File: src/rtl/cpu_pkg.sv
// cpu_pkg: fetch state encoding and word/address defaults shared by the fetch unit and the cpu top.
package cpu_pkg;
    typedef enum logic [1:0] {FETCH, HOLD, HALTED, FAULT} fetch_state_t;
    localparam int INSN_BYTES = 4;
    localparam int XLEN = 32;
    localparam int IMEM_AW = 10;
endpackage

File: src/rtl/ifetch_assembler.sv
// ifetch_assembler: little-endian assembly of one instruction word from sequential bytes.
module ifetch_assembler
    import cpu_pkg::*;
#(
    parameter int N = XLEN
) (
    input  logic         clk,
    input  logic         rst,
    input  logic         clr_i,
    input  logic         en_i,
    input  logic [7:0]   byte_i,
    output logic [N-1:0] word_o,
    output logic         last_o
);
    localparam logic [1:0] LAST = 2'(INSN_BYTES - 1);
    logic [1:0]   cnt_q;
    logic [N-1:0] word_q;
    always_ff @(posedge clk) begin
        if (!rst || clr_i) begin
            cnt_q  <= '0;
            word_q <= '0;
        end else if (en_i) begin
            word_q[{cnt_q, 3'b000} +: 8] <= byte_i;
            cnt_q <= cnt_q + 2'd1;
        end
    end
    assign word_o = word_q;
    assign last_o = cnt_q == LAST;
endmodule

File: src/rtl/instr_fetch.sv
// instr_fetch: byte-serial instruction fetch over a 1-cycle-latency memory with a valid/ready output.
// Define IFETCH_ALIGN_CHECK_EN to trap misaligned redirects in the FAULT state.
module instr_fetch
    import cpu_pkg::*;
#(
    parameter int N = XLEN,
    parameter int M = IMEM_AW,
    parameter logic [M+1:0] RESET_PC = '0
) (
    input  logic         clk,
    input  logic         rst,
    output logic         mem_en,
    output logic [M+1:0] mem_addr,
    input  logic [7:0]   mem_rdata,
    output logic         out_valid,
    input  logic         out_ready,
    output logic [N-1:0] out_instr,
    output logic [M+1:0] out_pc,
    input  logic         redirect_valid,
    input  logic [M+1:0] redirect_pc,
    input  logic         halt,
    output logic         is_halted,
    output logic         fault
);
    localparam int AW = M + 2;
    fetch_state_t  state_q, state_d;
    logic [AW-1:0] pc_q, pc_d;
    logic [2:0]    req_q, req_d;
    logic          cap, asm_last, misaligned;
    // A byte lands one cycle after each request, so capture lags the request counter by one.
    assign cap = state_q == FETCH && req_q != 3'd0;
`ifdef IFETCH_ALIGN_CHECK_EN
    assign misaligned = redirect_pc[1:0] != 2'b00;
    assign fault = state_q == FAULT;
`else
    assign misaligned = 1'b0;
    assign fault = 1'b0;
`endif
    ifetch_assembler #(.N(N)) u_asm (
        .clk    (clk),
        .rst    (rst),
        .clr_i  (halt || redirect_valid),
        .en_i   (cap),
        .byte_i (mem_rdata),
        .word_o (out_instr),
        .last_o (asm_last)
    );
    always_comb begin
        state_d = state_q;
        pc_d = pc_q;
        req_d = req_q;
        if (state_q == FETCH || state_q == HOLD) begin
            if (halt) begin
                state_d = HALTED;
            end else if (redirect_valid) begin
                state_d = misaligned ? FAULT : FETCH;
                pc_d = redirect_pc & ~AW'(3);
                req_d = 3'd0;
            end else if (state_q == FETCH) begin
                req_d = req_q == 3'd4 ? req_q : req_q + 3'd1;
                state_d = cap && asm_last ? HOLD : FETCH;
            end else if (out_ready) begin
                state_d = FETCH;
                pc_d = pc_q + AW'(INSN_BYTES);
                req_d = 3'd0;
            end
        end
    end
    always_ff @(posedge clk) begin
        if (!rst) begin
            state_q <= FETCH;
            pc_q <= RESET_PC;
            req_q <= '0;
        end else begin
            state_q <= state_d;
            pc_q <= pc_d;
            req_q <= req_d;
        end
    end
    // Gating with rst makes the first request coincide with the first cycle out of reset.
    assign mem_en = rst && state_q == FETCH && req_q != 3'd4;
    assign mem_addr = pc_q + AW'(req_q);
    assign out_valid = state_q == HOLD;
    assign out_pc = out_valid ? pc_q : '0;
    assign is_halted = state_q == HALTED || state_q == FAULT;
endmodule

File: config.mk
export PLATFORM = sky130hd
export DESIGN_NAME = instr_fetch
export DESIGN_NICKNAME = d
export VERILOG_FILES = /design/src/rtl/cpu_pkg.sv /design/src/rtl/ifetch_assembler.sv /design/src/rtl/instr_fetch.sv
export SDC_FILE = /design/constraint.sdc
export NUM_CORES = 1
export LEC_CHECK = 0
export ABC_AREA = 1
export CORE_UTILIZATION = 68
export CTS_CLUSTER_DIAMETER = 100
export CTS_CLUSTER_SIZE = 10
export DETAILED_ROUTE_END_ITERATION = 10
export DONT_BUFFER_PORTS = 1
export GPL_ROUTABILITY_DRIVEN = 0
export PLACE_DENSITY = 0.9
export SLEW_MARGIN = 0
export SYNTH_ARGS = -nofsm -noshare
export SYNTH_HDL_FRONTEND = slang
export SYNTH_SLANG_ARGS = --single-unit
File: constraint.sdc
create_clock -name clk -period 2.5 [get_ports clk]
set_clock_uncertainty 0.05 [all_clocks]
set_input_delay 0.375 -clock clk [delete_from_list [all_inputs] [get_ports clk]]
set_output_delay 0.375 -clock clk [all_outputs]
set_load 0.05 [all_outputs]
Word level (Yosys, flattened, before mapping)
Index checks and enable logic that the tools add are counted.

Flip-flop bits (word level): 51.

Bitwise operators: 1. Equal/unequal tests: 8. Shift operators: 2. Reductions and logical operators: 17. Mux-type cells: 14. Add/sub/neg operators: 5.

Operator list (number): $mux W12 (4); $bwmux W32 (1); $shift A8 B7 Y32 const A (1); $shiftx A8 B7 Y32 (1); $add A12 B3 Y12 (1); $add A12 B3 Y12 const B (1); $mux W3 (4); $mux W2 (4); $reduce_and A4 Y1 (2); $neg A5 Y7 (1); $eq A2 B2 Y1 const B (3); $ne A3 B3 Y1 const B (2); $reduce_bool A3 Y1 (2); $logic_and A1 B1 Y1 (4); $logic_or A1 B1 Y1 (4); $reduce_bool A4 Y1 (1); $add A3 B1 Y3 const B (1); $eq A3 B3 Y1 const B (1); $add A2 B1 Y2 const B (1); $eq A2 B1 Y1 const B (1); $logic_not A2 Y1 (1); $ne A2 B2 Y1 const B (1); $reduce_and A2 Y1 (1); $reduce_bool A2 Y1 (1); other kinds (3) (3).

Depth between registers and ports, before layout
Gate-level depths: netlist (run 1).

Word-level depth: 7. Gate-level depth with buffers: 11. Mapped depth without buffers: 11.

By module
From an unflattened synthesis (run 1), not the netlist that was laid out.

Cells, all modules: 415. Area total of the unflattened synthesis: 2831.5 um^2.

By module, submodules not included: ifetch_assembler (sequential area each 680.7 um^2, times used 1, area an instance 1500.2 um^2, cells an instance 208); instr_fetch (sequential area each 300.3 um^2, times used 1, area an instance 1331.3 um^2, cells an instance 207).

Worst setup path before layout (run 1)
No wires, ideal clock.

Path kind: register to output. Start point: register state_q[0]. End point: output port out_pc[10]. Path slack: -0.225 ns. Stages on the path, launching flop included: 5. Data arrival time: 2.300 ns. Cells stage by stage: dfxtp_1 inv_1 nor2_1 clkinv_1 nor2_1.

Longest elaborated chain between the ends: 2.

Ends and longest elaborated chain: start: declaration (RTL line instr_fetch.sv:26) `fetch_state_t state_q, state_d;`; start signal: assignment (RTL line instr_fetch.sv:75) `state_q <= state_d;`; $eq A2 B1 Y1 (RTL line instr_fetch.sv:83) `assign out_valid = state_q == HOLD;`; via out_valid (RTL line instr_fetch.sv:15) `output logic out_valid,`; $mux W12 (RTL line instr_fetch.sv:84) `assign out_pc = out_valid ? pc_q : '0;`; end: declaration (RTL line instr_fetch.sv:18) `output logic [M+1:0] out_pc,`.

The timed path passes the listed nets, and every way through them passes these cells.

Final worst setup path (run 1)
Start point: register req_q[2]. End point: output port mem_addr[11].

Longest elaborated chain between the ends: 1.

Ends and longest elaborated chain: start: declaration (RTL line instr_fetch.sv:28) `logic [2:0] req_q, req_d;`; start signal: assignment (RTL line instr_fetch.sv:77) `req_q <= req_d;`; $add A12 B3 Y12 (RTL line instr_fetch.sv:82) `assign mem_addr = pc_q + AW'(req_q);`; end: declaration (RTL line instr_fetch.sv:13) `output logic [M+1:0] mem_addr,`.

No other way between the ends.

==> qor.txt, run 1 <==
setup repair after global routing missed its margin: false
met3 GRT Util: 8.10%
Ports: 85
final setup fails: 0
number of search-and-repair iterations in the first detailed-routing pass: 6
sinks on the clock net: 49
register area share after synthesis: 35.3%
area of all placed cells without fillers: 3040 sq um
global-route usage over all layers: 31.6%
placement row count: 22
clk slew on worst S/H paths: 0.09 ns
worst-case clock buffer depth: 2
iteration-0 DRC count of the detailed router: 248
number of storage elements in the synthesis netlist: 49
largest net degree at the start of global routing: 28
die outline area: 4340 sq um
Warnings, synthesis: 0
count of endpoints failing hold in the final timing report: 0
number of distinct library cell variants in the gate-level netlist after synthesis: 34
LEAKAGE: 1.22 nW
Port Buf Inserts: 0
global-route track usage on met2: 52.0%
residual antenna-violating net count after detailed routing: 0
setup TNS: 0 ns
required time reported for the critical path endpoint: 2.08 ns
most used cells in the layout excluding fill and tap cells: sky130_fd_sc_hd__nand2_1 (69), sky130_fd_sc_hd__dfxtp_1 (49), sky130_fd_sc_hd__nand3_1 (44)
power per cell area: 550 nW/um^2
instance area after placement: 2930 sq um
critical path data arrival time: 1.83 ns
Worst IR Drop VDD: 482 uV
Worst setup endpoint: mem_addr[11]
Critical Path Start: req_q[2]
final critical path time including I/O delays and setup: 2.25 ns
Syn Std Cell Area: 2780 sq um
cell depth of the worst flop-to-flop path: 7
Post-Syn Instances: 386
Avg WL per Cell: 14.7 um
remaining global-route overflow: 0
count of antenna diodes in the layout: 0
Area growth syn-to-layout: 9.55%
share of the cycle needed by the critical path after routing: 90.0%
FF-to-FF setup slack: 0.55 ns
transition time of the tightest slew-check pin: 0.548 ns
maximum capacitance violations: 0
global-route wire length before repair: 10500 um
class of the tightest hold or removal check: in2reg
largest area contributor in the netlist: sky130_fd_sc_hd__dfxtp_1
reg2reg start: u_asm.cnt_q[0]
drt drc: 0
sequential cell area: 981 sq um
Post-CTS Repair Setup Buffers: 0
GR Util met1: 38.7%
synthesized area divided by synthesized cell count: 7.20 sq um
via density per instance: 5.84
total of hold buffers inserted after clock tree synthesis: 0
top fanout value on the critical path: 4
fraction of final layout cells with drive strength greater than 1: 19.9%
Critical Path Sink Type: output port
Filler Cell Count: 281
Fmax: 444 MHz
vias in the first global route: 2359
clock tree from TritonCTS: yes
number of H-tree branching levels: 2
Die X-Extent: 65.9 um
share of the synthesized area in the top cell type: 35.3%
Die Y: 65.9 um
clock tree root driver cell: sky130_fd_sc_hd__clkbuf_8
kind of critical path: reg2out
run status: complete, no violations
placed wire-length estimate: 4800 um
number of clock buffers inserted by TritonCTS: 5
endpoint of the lowest-slack register-to-register path: u_asm.word_o[0]
Worst-Skew Late Latency: 0.31 ns
Routed WL: 6630 um
count of cells resized by post-cts repair: 0
most frequent standard cell in the layout excluding fill and tap cells: sky130_fd_sc_hd__nand2_1
net count reported at finish: 436
placeable core region: 3800 sq um
cell count of the worst hold path: 2
Max Slew Vio Count: 0
area of the multi-input gates: 1510 sq um
Cells after DPL: 443
post-route insts no fill: 451
relative slew slack: 63.4%
kind of start point of the critical path: flip-flop
number of antenna violations at the first check in global routing: 0
biggest area contributors in the synthesized netlist: sky130_fd_sc_hd__dfxtp_1 (35%), sky130_fd_sc_hd__nand2_1 (9.3%), sky130_fd_sc_hd__nand3_1 (7.9%), sky130_fd_sc_hd__nor2_1 (7.3%), sky130_fd_sc_hd__a21oi_1 (5.9%)
detailed-route via count: 2632
Most Used Layer, Global Route: met2
initial standard-cell utilization of the core: 73.1%
cell families after synthesis:
kind of cell	Yosys count	share of synthesized area (%)
AND/OR/NAND/NOR	197	33.1
buffers and inverters	61	11.5
AO/OA/AOI/OAI	60	13.0
flip-flops	49	35.3
adder cells (fa/ha/maj)	9	4.05
XOR/XNOR	7	2.21
multiplexers	2	0.721
other	1	0.135
how the worst min path moves through the flow:
stage	from	endpoint	slack [ns]
2_1_floorplan	pc_q[11]	pc_q[11]	0.39
3_3_place_gp	pc_q[11]	pc_q[11]	0.41
3_5_place_dp	pc_q[11]	pc_q[11]	0.42
4_1_cts	redirect_valid	pc_q[5]	0.16
5_1_grt	rst	state_q[0]	0.17
6_report	redirect_valid	pc_q[5]	0.17
routing by layer:
metal,share of wire (%),vias up
li1,-,1287
met1,41,1199
met2,48,136
met3,9.0,10
met4,1.2,0
met5,0,-
through the flow:
| step | power (mW) | utilization (%) | hold slack (ns) | worst slack, ns |
|---|---|---|---|---|
| final | 1.67 | 80.1 | 0.167 | 0.249 |
| after global routing | 1.73 | 80.1 | 0.172 | 0.161 |
| after CTS | 1.67 | 80.1 | 0.162 | 0.247 |
| after detailed placement | 1.10 | 77.0 | 0.415 | 0.582 |
| after global placement | 1.09 | 77.0 | 0.408 | 0.661 |
| after floorplan | 1.07 | - | 0.393 | 0.0946 |
power breakdown:
| part | internal [mW] | switching, mW | total, mW |
|---|---|---|---|
| sequential | 0.795 | 0.0222 | 0.817 |
| combinational | 0.0679 | 0.196 | 0.264 |
| clock | 0.326 | 0.265 | 0.591 |
critical path: stages (launching register included):
cell                      delay (ns)
sky130_fd_sc_hd__dfxtp_1        0.39
sky130_fd_sc_hd__ha_1           0.19
sky130_fd_sc_hd__nand2_1        0.08
sky130_fd_sc_hd__nor2_2         0.17
sky130_fd_sc_hd__nand2_1        0.13
sky130_fd_sc_hd__nor2_4         0.13
sky130_fd_sc_hd__nand2_1        0.08
sky130_fd_sc_hd__xor2_1         0.14
sky130_fd_sc_hd__buf_4          0.22
cells in the mapped netlist (all sizes together):
master,number
dfxtp,49
nor3,6
nor2,61
clkinv,2
o22ai,3
a31oi,2
ha,9
mux2i,2
o21ai,14
clkbuf,2
a22oi,1
nand2,76
nand3,45
inv,38
conb,1
xor2,7
o31ai,7
nand4,9
buf,19
a21oi,33
flip-flops by register name, summed over array words and instances (netlist names):
signal	flops
pc_q	10
req_q	3
state_q	2
u_asm.cnt_q	2
u_asm.word_o	32
area by class of cell:
type,count,area share [%]
Clock buffer,7,2.84
Clock inverter,1,0.987
Inverter,40,5.35
Multi-Input combinational cell,278,49.7
Sequential cell,49,32.2
Tap cell,48,1.97
Timing Repair Buffer,28,6.91
Note: power is estimated with default switching activity, not from simulation.
==> run 2, diff against run 1 <==
--- a/config.mk
+++ b/config.mk
@@ -12,7 +12,7 @@
 export DETAILED_ROUTE_END_ITERATION = 10
 export DONT_BUFFER_PORTS = 1
 export GPL_ROUTABILITY_DRIVEN = 0
-export PLACE_DENSITY = 0.9
+export PLACE_DENSITY_LB_ADDON = 0.08
 export SLEW_MARGIN = 0
 export SYNTH_ARGS = -nofsm -noshare
 export SYNTH_HDL_FRONTEND = slang
==> qor.txt, run 2 (synthesis results as in run 1) <==
run status: complete, no violations
kind of start point of the critical path: flip-flop
residual antenna-violating net count after detailed routing: 0 (unchanged)
final setup fails: 0 (unchanged)
Max Slew Vio Count: 0 (unchanged)
clock tree from TritonCTS: yes
placement row count: 22 (unchanged)
Critical Path Sink Type: output port
critical path data arrival time: 1.87 ns (+0.04 ns)
placed wire-length estimate: 4610 um (-3.9%)
sequential cell area: 981 sq um (unchanged)
drt drc: 0 (unchanged)
fraction of final layout cells with drive strength greater than 1: 20.3% (+0.50 points)
worst-case clock buffer depth: 2 (unchanged)
final critical path time including I/O delays and setup: 2.29 ns (+0.0410 ns)
global-route wire length before repair: 10500 um (-0.27%)
transition time of the tightest slew-check pin: 0.593 ns (+0.0449 ns)
relative slew slack: 60.3% (-3.2 points)
Post-CTS Repair Setup Buffers: 0 (unchanged)
Port Buf Inserts: 0 (unchanged)
Area growth syn-to-layout: 9.46% (about the same)
sinks on the clock net: 49 (unchanged)
top fanout value on the critical path: 6 (+2)
Die Y: 65.9 um (unchanged)
area of the multi-input gates: 1530 sq um (+0.83%)
largest net degree at the start of global routing: 28 (unchanged)
clock tree root driver cell: sky130_fd_sc_hd__clkbuf_8
cell internal pwr: 1.12 mW (-6.2%)
share of total power in the clock network: 31.9% (-3.4 points)
Worst IR Drop VDD: 390 uV (-19%)
detailed-route via count: 2566 (-2.5%)
initial standard-cell utilization of the core: 73.1% (unchanged)
power per cell area: 522 nW/um^2 (-5.0%)
maximum capacitance violations: 0 (unchanged)
final design utilization: 80.0% (about the same)
share of the cycle needed by the critical path after routing: 91.7% (+1.6 points)
number of antenna violations at the first check in global routing: 0 (unchanged)
net count reported at finish: 436 (unchanged)
placeable core region: 3800 sq um (unchanged)
setup repair after global routing missed its margin: false
clk slew on worst S/H paths: 0.09 ns (about the same)
Worst-Skew Late Latency: 0.29 ns (-0.02 ns)
cell count of the worst hold path: 2 (unchanged)
count of endpoints failing hold in the final timing report: 0 (unchanged)
setup TNS: 0 ns (unchanged)
most used cells in the layout excluding fill and tap cells: sky130_fd_sc_hd__nand2_1 (69), sky130_fd_sc_hd__dfxtp_1 (49), sky130_fd_sc_hd__nand3_1 (44)
Die X-Extent: 65.9 um (unchanged)
via density per instance: 5.69 (-2.5%)
vias in the first global route: 2463 (+4.4%)
class of the tightest hold or removal check: in2reg
most frequent standard cell in the layout excluding fill and tap cells: sky130_fd_sc_hd__nand2_1
iteration-0 DRC count of the detailed router: 159 (-36%)
Avg WL per Cell: 14.0 um (-4.4%)
kind of critical path: reg2out
number of H-tree branching levels: 2 (unchanged)
LEAKAGE: 1.21 nW (-0.66%)
combinational power share: 16.7% (+0.9 points)
Flop pwr share: 51.4% (+2.5 points)
global-route usage over all layers: 30.8% (-0.79 points)
die outline area: 4340 sq um (unchanged)
cell depth of the worst flop-to-flop path: 7 (unchanged)
Routed WL: 6340 um (-4.4%)
number of clock buffers inserted by TritonCTS: 5 (unchanged)
switching share of total power: 29.7% (+0.83 points)
Ports: 85 (unchanged)
max FFs per register: 32 (unchanged)
number of search-and-repair iterations in the first detailed-routing pass: 5 (-1)
total of hold buffers inserted after clock tree synthesis: 0 (unchanged)
count of antenna diodes in the layout: 0 (unchanged)
Fmax: 436 MHz (-1.8%)
required time reported for the critical path endpoint: 2.08 ns (about the same)
Filler Cell Count: 284 (+1.1%)
Switching Power: 0.472 mW (-2.4%)
remaining global-route overflow: 0 (unchanged)
==> run 2: power by group through the flow <==
stage,clock (mW),sequential [mW],combinational (mW)
after floorplan,0,0.834,0.234
after global placement,0,0.834,0.256
after detailed placement,0,0.834,0.260
after CTS,0.510,0.816,0.262
after global routing,0.545,0.819,0.289
final,0.506,0.817,0.265
==> run 2: critical path, cell delays in order, from the launching register on <==
cell and delay, ns:
sky130_fd_sc_hd__dfxtp_1 0.43, sky130_fd_sc_hd__ha_4 0.20, sky130_fd_sc_hd__nand2_1 0.09, sky130_fd_sc_hd__nor2_2 0.16, sky130_fd_sc_hd__nand2_1 0.12, sky130_fd_sc_hd__nor2_4 0.13
sky130_fd_sc_hd__nand2_1 0.08, sky130_fd_sc_hd__xor2_1 0.14, sky130_fd_sc_hd__buf_4 0.22
==> run 2: metrics by stage <==
| step | total power [mW] | instance area [sq um] | worst slack, ns | hold WS, ns | cells |
|---|---|---|---|---|---|
| floorplan | 1.07 | 2810 | 0.0946 | 0.393 | 388 |
| global placement | 1.09 | 2930 | 0.494 | 0.405 | 443 |
| detailed placement | 1.09 | 2930 | 0.434 | 0.413 | 443 |
| CTS | 1.59 | 3030 | 0.0974 | 0.175 | 451 |
| global route | 1.65 | 3040 | 0.0345 | 0.178 | 451 |
| finish | 1.59 | 3040 | 0.208 | 0.177 | 451 |
==> run 2: timing repair <==
item,4_1_cts,5_1_grt
endpoints found under the hold margin,0,0
gates resized for setup,0,2
setup endpoints to repair,0,2
==> run 2: cell type report <==
type	instances	share of cell area, %
clock buffers	7	3.17
well taps	48	1.98
repair buffers	28	6.91
clock inverters	1	0.165
flip-flops and latches	49	32.3
multi-input cells	278	50.2
inverters	40	5.35
==> run 2: path summary, 6_finish.rpt <==
kind / startpoint / to / slack, ns
worst max-delay path: req_q[2] / mem_addr[11] / 0.21
worst min-delay path: redirect_valid / pc_q[5] / 0.18
worst max register to register: u_asm.cnt_q[1] / u_asm.word_o[8] / 0.55
worst min register to register: pc_q[11] / pc_q[11] / 0.43
==> run 2: per-layer routing <==
metal  wire, um  vias up  part of all wire (%)  track usage [%]
met5          0        -                     0                0
met3        534        8                   8.4             8.45
met4         65        0                   1.0             10.3
met1       2750     1171                    43             39.6
li1           -     1287                     -                -
met2       2990      100                    47             49.4
==> run 3, diff against run 2 <==
--- a/config.mk
+++ b/config.mk
@@ -12,7 +12,7 @@
 export DETAILED_ROUTE_END_ITERATION = 10
 export DONT_BUFFER_PORTS = 1
 export GPL_ROUTABILITY_DRIVEN = 0
-export PLACE_DENSITY_LB_ADDON = 0.08
+export PLACE_DENSITY_LB_ADDON = 0.12
 export SLEW_MARGIN = 0
 export SYNTH_ARGS = -nofsm -noshare
 export SYNTH_HDL_FRONTEND = slang
==> qor.txt, run 3 (synthesis results as in run 1) <==
run status: complete, no violations
sequential cell area: 981 sq um (unchanged)
most used cells in the layout excluding fill and tap cells: sky130_fd_sc_hd__nand2_1 (69), sky130_fd_sc_hd__dfxtp_1 (49), sky130_fd_sc_hd__nand3_1 (44)
net count reported at finish: 436 (unchanged)
Worst IR Drop VDD: 315 uV (-19%)
remaining global-route overflow: 0 (unchanged)
clock tree root driver cell: sky130_fd_sc_hd__clkbuf_8
kind of start point of the critical path: flip-flop
slowest stage cell, crit path: sky130_fd_sc_hd__dfxtp_1
area of all placed cells without fillers: 3040 sq um (about the same)
critical path data arrival time: 1.86 ns (about the same)
fraction of final layout cells with drive strength greater than 1: 19.9% (-0.50 points)
top fanout value on the critical path: 4 (-2)
number of H-tree branching levels: 2 (unchanged)
count of endpoints failing hold in the final timing report: 0 (unchanged)
initial standard-cell utilization of the core: 73.1% (unchanged)
Max Slew Vio Count: 0 (unchanged)
sinks on the clock net: 49 (unchanged)
Area growth syn-to-layout: 9.37% (about the same)
Post-CTS Repair Setup Buffers: 0 (unchanged)
count of antenna diodes in the layout: 0 (unchanged)
required time reported for the critical path endpoint: 2.08 ns (about the same)
Fmax: 438 MHz (+0.35%)
max FFs per register: 32 (unchanged)
worst-case clock buffer depth: 2 (unchanged)
placement row count: 22 (unchanged)
final critical path time including I/O delays and setup: 2.28 ns (-0.00795 ns)
clk slew on worst S/H paths: 0.09 ns (about the same)
share of the cycle needed by the critical path after routing: 91.4% (-0.32 points)
beginning of the worst hold path: mem_rdata[1]
vias in the first global route: 2285 (-7.2%)
PnR Total Power: 1.65 mW (+4.2%)
total of hold buffers inserted after clock tree synthesis: 0 (unchanged)
Critical Path Sink Type: output port
most frequent standard cell in the layout excluding fill and tap cells: sky130_fd_sc_hd__nand2_1
CP max stage delay: 0.40 ns (-0.03 ns)
Ports: 85 (unchanged)
residual antenna-violating net count after detailed routing: 0 (unchanged)
die outline area: 4340 sq um (unchanged)
Die Y: 65.9 um (unchanged)
kind of critical path: reg2out
reg2reg start: u_asm.cnt_q[0]
placeable core region: 3800 sq um (unchanged)
area of the multi-input gates: 1510 sq um (-0.82%)
Filler Cell Count: 262 (-7.7%)
instance area after placement: 2930 sq um (unchanged)
Port Buf Inserts: 0 (unchanged)
setup repair after global routing missed its margin: false
drt drc: 0 (unchanged)
dominant delay contributor by cell family on the critical path: simple AND/OR/NAND/NOR gates
maximum capacitance violations: 0 (unchanged)
Critical Path, Cell by Cell: ha_1, nand2_1, nor2_2, nand2_1, nor2_4, nand2_1, xor2_1, buf_4
count of cells resized by post-cts repair: 0 (unchanged)
power per cell area: 545 nW/um^2 (+4.3%)
setup TNS: 0 ns (unchanged)
Critical Path Start: req_q[2]
iteration-0 DRC count of the detailed router: 287 (+81%)
transition time of the tightest slew-check pin: 0.544 ns (-0.0492 ns)
Die X-Extent: 65.9 um (unchanged)
clock tree from TritonCTS: yes
cell seen most often among critical-path stages: sky130_fd_sc_hd__nand2_1
relative slew slack: 63.7% (+3.4 points)
number of antenna violations at the first check in global routing: 0 (unchanged)
Worst-Skew Late Latency: 0.30 ns (about the same)
via density per instance: 5.77 (+1.4%)
critical path buffer and inverter count: 1 (unchanged)
global-route wire length before repair: 10300 um (-2.0%)
Routed WL: 6480 um (+2.2%)
LEAKAGE: 1.22 nW (+0.42%)
final setup fails: 0 (unchanged)
largest net degree at the start of global routing: 28 (unchanged)
placed wire-length estimate: 4740 um (+2.9%)
class of the tightest hold or removal check: in2reg
number of clock buffers inserted by TritonCTS: 5 (unchanged)
number of search-and-repair iterations in the first detailed-routing pass: 4 (-1)
global-route usage over all layers: 30.7% (-0.084 points)
Avg WL per Cell: 14.4 um (+2.2%)
detailed-route via count: 2602 (+1.4%)
run 3: cell count changes in the layout (fill, tap and decap cells not counted), sizes merged:
cell    delta
clkbuf     -1
bufinv     +1
run 3: worst register-to-register path: stages, from the launching register on:
cell and delay (ns):
sky130_fd_sc_hd__dfxtp_1 0.55, sky130_fd_sc_hd__inv_2 0.14, sky130_fd_sc_hd__ha_1 0.28, sky130_fd_sc_hd__inv_1 0.29, sky130_fd_sc_hd__nand3_1 0.21, sky130_fd_sc_hd__nor2_1 0.14
sky130_fd_sc_hd__nand3_1 0.08, sky130_fd_sc_hd__a21oi_1 0.13
run 3: area by class of cell:
type                            instances  area share (%)
Clock buffer                            6            2.39
Multi-Input combinational cell        278            49.8
Sequential cell                        49            32.3
Tap cell                               48            1.98
Clock inverter                          2            1.28
Inverter                               40            5.35
Timing Repair Buffer                   28            6.92
run 3: worst paths after layout:
kind              slack (ns)  cells past startpoint               end
hold / removal          0.17                      2   u_asm.word_o[1]
hold reg to reg         0.43                      2          pc_q[11]
setup reg to reg        0.57                      7  u_asm.word_o[10]
setup / recovery        0.22                      8      mem_addr[11]
run 3: through the flow:
step                      util (%)  instances  setup slack (ns)  hold WS, ns
after floorplan                  -        388            0.0946        0.393
after global placement        77.0        443             0.590        0.405
after detailed placement      77.0        443             0.557        0.418
after CTS                     80.0        451             0.211        0.166
after global routing          80.0        451            0.0300        0.169
final                         80.0        451             0.216        0.174
run 3: per-layer routing:
metal	track usage [%]	up-vias	wire (um)
met5	0	-	0
met4	9.78	0	76
met3	8.10	10	526
met2	49.1	113	3080
met1	40.0	1194	2790
li1	-	1285	-
run 3: where the power goes:
part	total, mW	switching, mW	internal (mW)
clock network	0.574	0.273	0.301
registers	0.817	0.0214	0.795
logic	0.264	0.196	0.0676
total	1.65	0.491	1.16
==> edit 1, RTL diff (flow settings as in run 2) <==
Add a define of `IFETCH_ALIGN_CHECK_EN`.
--- a/src/rtl/instr_fetch.sv
+++ b/src/rtl/instr_fetch.sv
@@ -1,5 +1,7 @@
 // instr_fetch: byte-serial instruction fetch over a 1-cycle-latency memory with a valid/ready output.
 // Define IFETCH_ALIGN_CHECK_EN to trap misaligned redirects in the FAULT state.
+`define IFETCH_ALIGN_CHECK_EN
+
 module instr_fetch
     import cpu_pkg::*;
 #(
Formal check against the unedited RTL: not equivalent (a bounded check fails within 4 cycles, from zero or initial values and one cycle with rst low).
==> edit 1 against run 2 <==
- maximum frequency grew 0.80%
- setup slack gained 0.018 ns
- area after synthesis shrank 0.77%
- sequential cell count is the same
- sequential share of layout area grew 0.32 points
- wire length shrank 0.52%
- via count grew 2.8%
- final area shrank 0.99%
- count of clock-buffer cells in the layout shrank 1
- critical path depth shrank 1
- largest cell class unchanged
- critical endpoint is now mem_addr[8]
- total power shrank 5.2%
==> edit 1: results (changes against run 2) <==
* Avg WL per Cell at 13.3 µm (was 14.0 µm)
* Area after DPL at 0.00293 mm² (about the same)
* Final hold slack at 0.150 ns (was 0.177 ns)
* Sequential area share after synthesis at 35.6% (was 35.3%)
* Hold Crit Endpoint: req_q[1] (was pc_q[5])
* Vias/cell at 5.56 (was 5.69)
* Mean post-synth cell area at 6.71 µm² (was 7.20 µm²)
* Logic power comb at 245 µW (was 265 µW)
* Distinct cell type count after synthesis at 30 (was 34)
* Post-Route M1 WL at 2920 µm (was 2750 µm)
* Routed wl met2 at 2840 µm (was 2990 µm)
* Met3 usage at 6.08% (was 8.45%)
* Layout fillers at 289 (was 284)
* Crit Reg-Reg Startpoint: u_asm.cnt_q[0] (was u_asm.cnt_q[1])
* Vias in the first global route at 2252 (was 2463)
* Global-route wire length before repair at 10200 µm (was 10500 µm)
* Met1 GRT Util at 42.4% (was 39.6%)
* Nets at 461 (was 436)
* Pin count of the biggest net entering global routing at 36 (was 28)
* Pwr Density at 500 mW/mm² (was 522 mW/mm²)
* CP arrival at 1.85 ns (was 1.87 ns)
* Area Overhead vs Synth at 9.21% (was 9.46%)
* Met3 WL at 470 µm (was 534 µm)
* Commonest cells in the netlist: nand2_1, nor2_1, nand3_1 (was nand2_1, nor2_1, dfxtp_1)
* HP Start: rst (was redirect_valid)
* Slew @ Worst Pin at 0.552 ns (was 0.593 ns)
* R2R setup slack at 0.58 ns (was 0.55 ns)
* Detailed Route WL at 6300 µm (was 6340 µm)
* Worst path max stage delay at 0.47 ns (was 0.43 ns)
* 1st-iter DRT viols at 206 (was 159)
* Met2 GRT Util at 46.9% (was 49.4%)
* Synth area leaders: dfxtp_1, nand3_1, nand2_1, nor2_1, a21oi_1 (was dfxtp_1, nand2_1, nand3_1, nor2_1, a21oi_1)
* Fraction of layout cells with a size suffix above 1 at 13.3% (was 20.3%)
* Status: complete, no violations (unchanged)
* CP top delay family: flip-flops (was simple AND/OR/NAND/NOR gates)
edit 1: changes by cell type in the layout (fill, tap and decap cells not counted), sizes merged, moves of 4 or more:
cell | run 2 | this run
nand3 | 45 | 58
nor2 | 61 | 70
a21oi | 33 | 41
nand4 | 9 | 2
o31ai | 7 | 0
nor3 | 6 | 10
xor2 | 7 | 11
edit 1: worst max-delay path by stage:
stage,slack [ns],depth (start not counted),from,endpoint
2_1_floorplan,0.16,4,state_q[0],out_pc[10]
3_3_place_gp,0.62,7,pc_q[2],mem_addr[10]
3_5_place_dp,0.57,7,pc_q[2],mem_addr[10]
4_1_cts,0.23,7,pc_q[2],mem_addr[10]
5_1_grt,0.07,7,pc_q[2],mem_addr[8]
6_report,0.23,7,pc_q[2],mem_addr[8]
edit 1: area by class of cell:
type | count | share of cell area (%)
Clock buffer | 6 | 2.41
Tap cell | 48 | 2.00
Clock inverter | 2 | 0.333
Timing Repair Buffer | 26 | 6.48
Inverter | 42 | 5.32
Sequential cell | 49 | 32.6
Multi-Input combinational cell | 302 | 50.9
edit 1: kinds of logic (layout without fill, tap and decap cells):
| group | after synthesis | count (layout) | share of synthesized area (%) |
|---|---|---|---|
| AO/OA/AOI/OAI | 59 | 59 | 10.8 |
| XOR/XNOR | 11 | 11 | 3.50 |
| adder cells (fa/ha/maj) | 10 | 10 | 4.54 |
| buffers and inverters | 62 | 76 | 10.1 |
| flip-flops | 49 | 49 | 35.6 |
| multiplexers | 2 | 2 | 0.726 |
| other | 1 | 3 | 0.136 |
| AND/OR/NAND/NOR | 217 | 217 | 34.5 |
edit 1: worst register-to-register path: stages (launching register included):
cell      delay [ns]
dfxtp_1         0.33
inv_1           0.11
ha_1            0.48
clkinv_1        0.28
nand3_1         0.31
nor2_1          0.09
nand3_1         0.07
a21oi_1         0.06
==> edit 2, RTL diff (config.mk and constraints of run 2) <==
Without the edit above. Reset style: asynchronous (`rst`), changed in one clocked block.
--- a/src/rtl/instr_fetch.sv
+++ b/src/rtl/instr_fetch.sv
@@ -66,7 +66,7 @@
             end
         end
     end
-    always_ff @(posedge clk) begin
+    always_ff @(posedge clk or negedge rst) begin
         if (!rst) begin
             state_q <= FETCH;
             pc_q <= RESET_PC;
Formal check against the unedited RTL: differs if rst is asserted again (counterexample within 4 cycles, from zero or initial values and one cycle with rst low); with rst held inactive, the same outputs for 10 cycles.
==> edit 2 against run 2 <==
- final area down 0.62%
- synthesized cell count is 0.26% higher
- first-iteration DRC count down 35%
- maximum frequency is 2.9% lower
- sequential share of layout area up 2.7 points
- setup slack worse by 0.067 ns
- critical path depth is 4 lower
- area after synthesis about the same
- sequential cell count unchanged
- wire length shrank 8.4%
- highest routed layer unchanged
Power is not compared: it rests on default switching activity, and its combinational part moved more than twofold at a synthesized area within 25%.
==> edit 2: results (changes against run 2) <==
* Clock buffer depth at 2 (unchanged)
* Synth area leaders: dfxtp_1, dfrtp_1, nand2_1, nor2_1, nand3_1 (was dfxtp_1, nand2_1, nand3_1, nor2_1, a21oi_1)
* Sequential area share after synthesis at 38.0% (was 35.3%)
* Async SR Flop Fraction at 30.6% (was 0%)
* Post-layout min period at 2.36 ns (was 2.29 ns)
* P_sw at 279 µW
* Vias in the first global route at 2247 (was 2463)
* Fraction of layout cells with a size suffix above 1 at 15.7% (was 20.3%)
* Crit Reg-Reg Startpoint: u_asm.cnt_q[0] (was u_asm.cnt_q[1])
* GRT Total Usage at 29.3% (was 30.8%)
* Startpoint Class: flip-flop (unchanged)
* Yosys warns at 0 (unchanged)
* R2R setup slack at 0.62 ns (was 0.55 ns)
* Detailed Place HPWL at 4410 µm (was 4610 µm)
* R2R Path End: u_asm.word_o[24] (was u_asm.word_o[8])
* Worst Setup SP: state_q[1] (was req_q[2])
* Clk slew on worst S/H paths at 0.08 ns
* Distinct cell type count after synthesis at 36 (was 34)
* Commonest cells in the netlist: nand2_1, nor2_1, nand3_1 (was nand2_1, nor2_1, dfxtp_1)
* Antenna violations before repair at 0 (unchanged)
* 1st-iter DRT viols at 104 (was 159)
* CP arrival at 1.93 ns (was 1.87 ns)
* Max IR drop VDD at 0.412 mV
* Nets at 435 (was 436)
* Setup Fix Bufs, Post-CTS at 0 (unchanged)
* Vias at 2430 (was 2566)
* Layout fillers at 265 (was 284)
* Diodes inserted at 0 (unchanged)
* DP Worst Slack at 0.452 ns (was 0.434 ns)
* Global-route wire length before repair at 9600 µm (was 10500 µm)
* Setup crit end: out_pc[9] (was mem_addr[11])
* Max FO, Critical Path at 10 (was 6)
* CTS root buffer: clkbuf_8 (unchanged)
* Detailed Route WL at 5810 µm (was 6340 µm)
* Worst-Skew Late Latency at 0.30 ns
* Max reg flops at 32 (unchanged)
* Depth of the CTS H-tree at 2 (unchanged)
* 1st-pass router iterations at 4 (was 5)
* Slew headroom at 52.5% (was 60.3%)
* Status: complete, no violations (unchanged)
-- edit 2: changes by cell type after synthesis, moves of 5 or more --
cell	change
buf_2	-6
buf_6	+5
dfrtp_1	+15
dfxtp_1	-15
nand2_1	+21
nand4_1	-9
nor2_1	+7
o21ai_0	+15
o31ai_2	-7
-- edit 2: cell type report --
cell class	instances	share of cell area, %
inverter	35	4.35
sequential	49	34.9
timing repair buffer	23	5.80
clock buffer	8	3.69
multi-input combinational	287	49.2
tap	48	1.99
-- edit 2: timing repair --
item                                    in CTS  in global routing
endpoints found under the hold margin       15                  0
gates resized for setup                      0                  1
hold buffers                                 1                  0
endpoints found under the setup margin       0                  1
-- edit 2: power by group through the flow --
| stage | clock (µW) | combinational, µW | sequential [µW] |
|---|---|---|---|
| floorplan | 0 | 40.8 | 801 |
| global placement | 0 | 34.7 | 801 |
| detailed placement | 0 | 35.0 | 801 |
| CTS | 541 | 41.2 | 783 |
| global route | 583 | 45.7 | 783 |
| finish | 532 | 41.1 | 783 |
-- edit 2: cells by family after synthesis --
logic type / share of synthesized area [%]
flip-flops: 38.0
XOR/XNOR: 2.21
buffers and inverters: 9.81
adder cells (fa/ha/maj): 4.05
AND/OR/NAND/NOR: 35.0
AO/OA/AOI/OAI: 10.8
other: 0.135
-- edit 2: worst max-delay path: stages, from the launching register on --
cell and delay [ns]:
dfrtp_1 0.62, nor2_2 0.22, clkinv_1 0.38, nor2_2 0.20
buf_4 0.22
-- edit 2: how the worst min path moves through the flow --
stage                  from              end  slack, ns  cells past startpoint
6_report       mem_rdata[7]  u_asm.word_o[7]       0.16                      2
3_5_place_dp            rst         req_q[1]       0.03                      0
3_3_place_gp            rst         req_q[0]       0.03                      0
5_1_grt        mem_rdata[4]  u_asm.word_o[4]       0.16                      2
4_1_cts        mem_rdata[7]  u_asm.word_o[7]       0.16                      2
2_1_floorplan           rst         pc_q[10]       0.03                      0
-- edit 2: routing by layer --
layer  vias up  global-route usage [%]  routed length [µm]
met5         -                       0                   0
met4         0                    12.2                 122
met3        14                    7.93                 383
met2        79                    51.8                2970
met1      1084                    32.8                2330
li1       1253                       -                   -
-- edit 2: stage by stage --
step	instances	power (µW)	instance area [µm²]	hold WS, ns	util [%]
detailed placement	441	836	2900	0.0297	76.3
finish	450	1360	3020	0.164	79.5
CTS	450	1370	3020	0.163	79.5
global placement	441	836	2900	0.0297	76.3
floorplan	389	842	2810	0.0294	-
global route	450	1410	3020	0.158	79.5
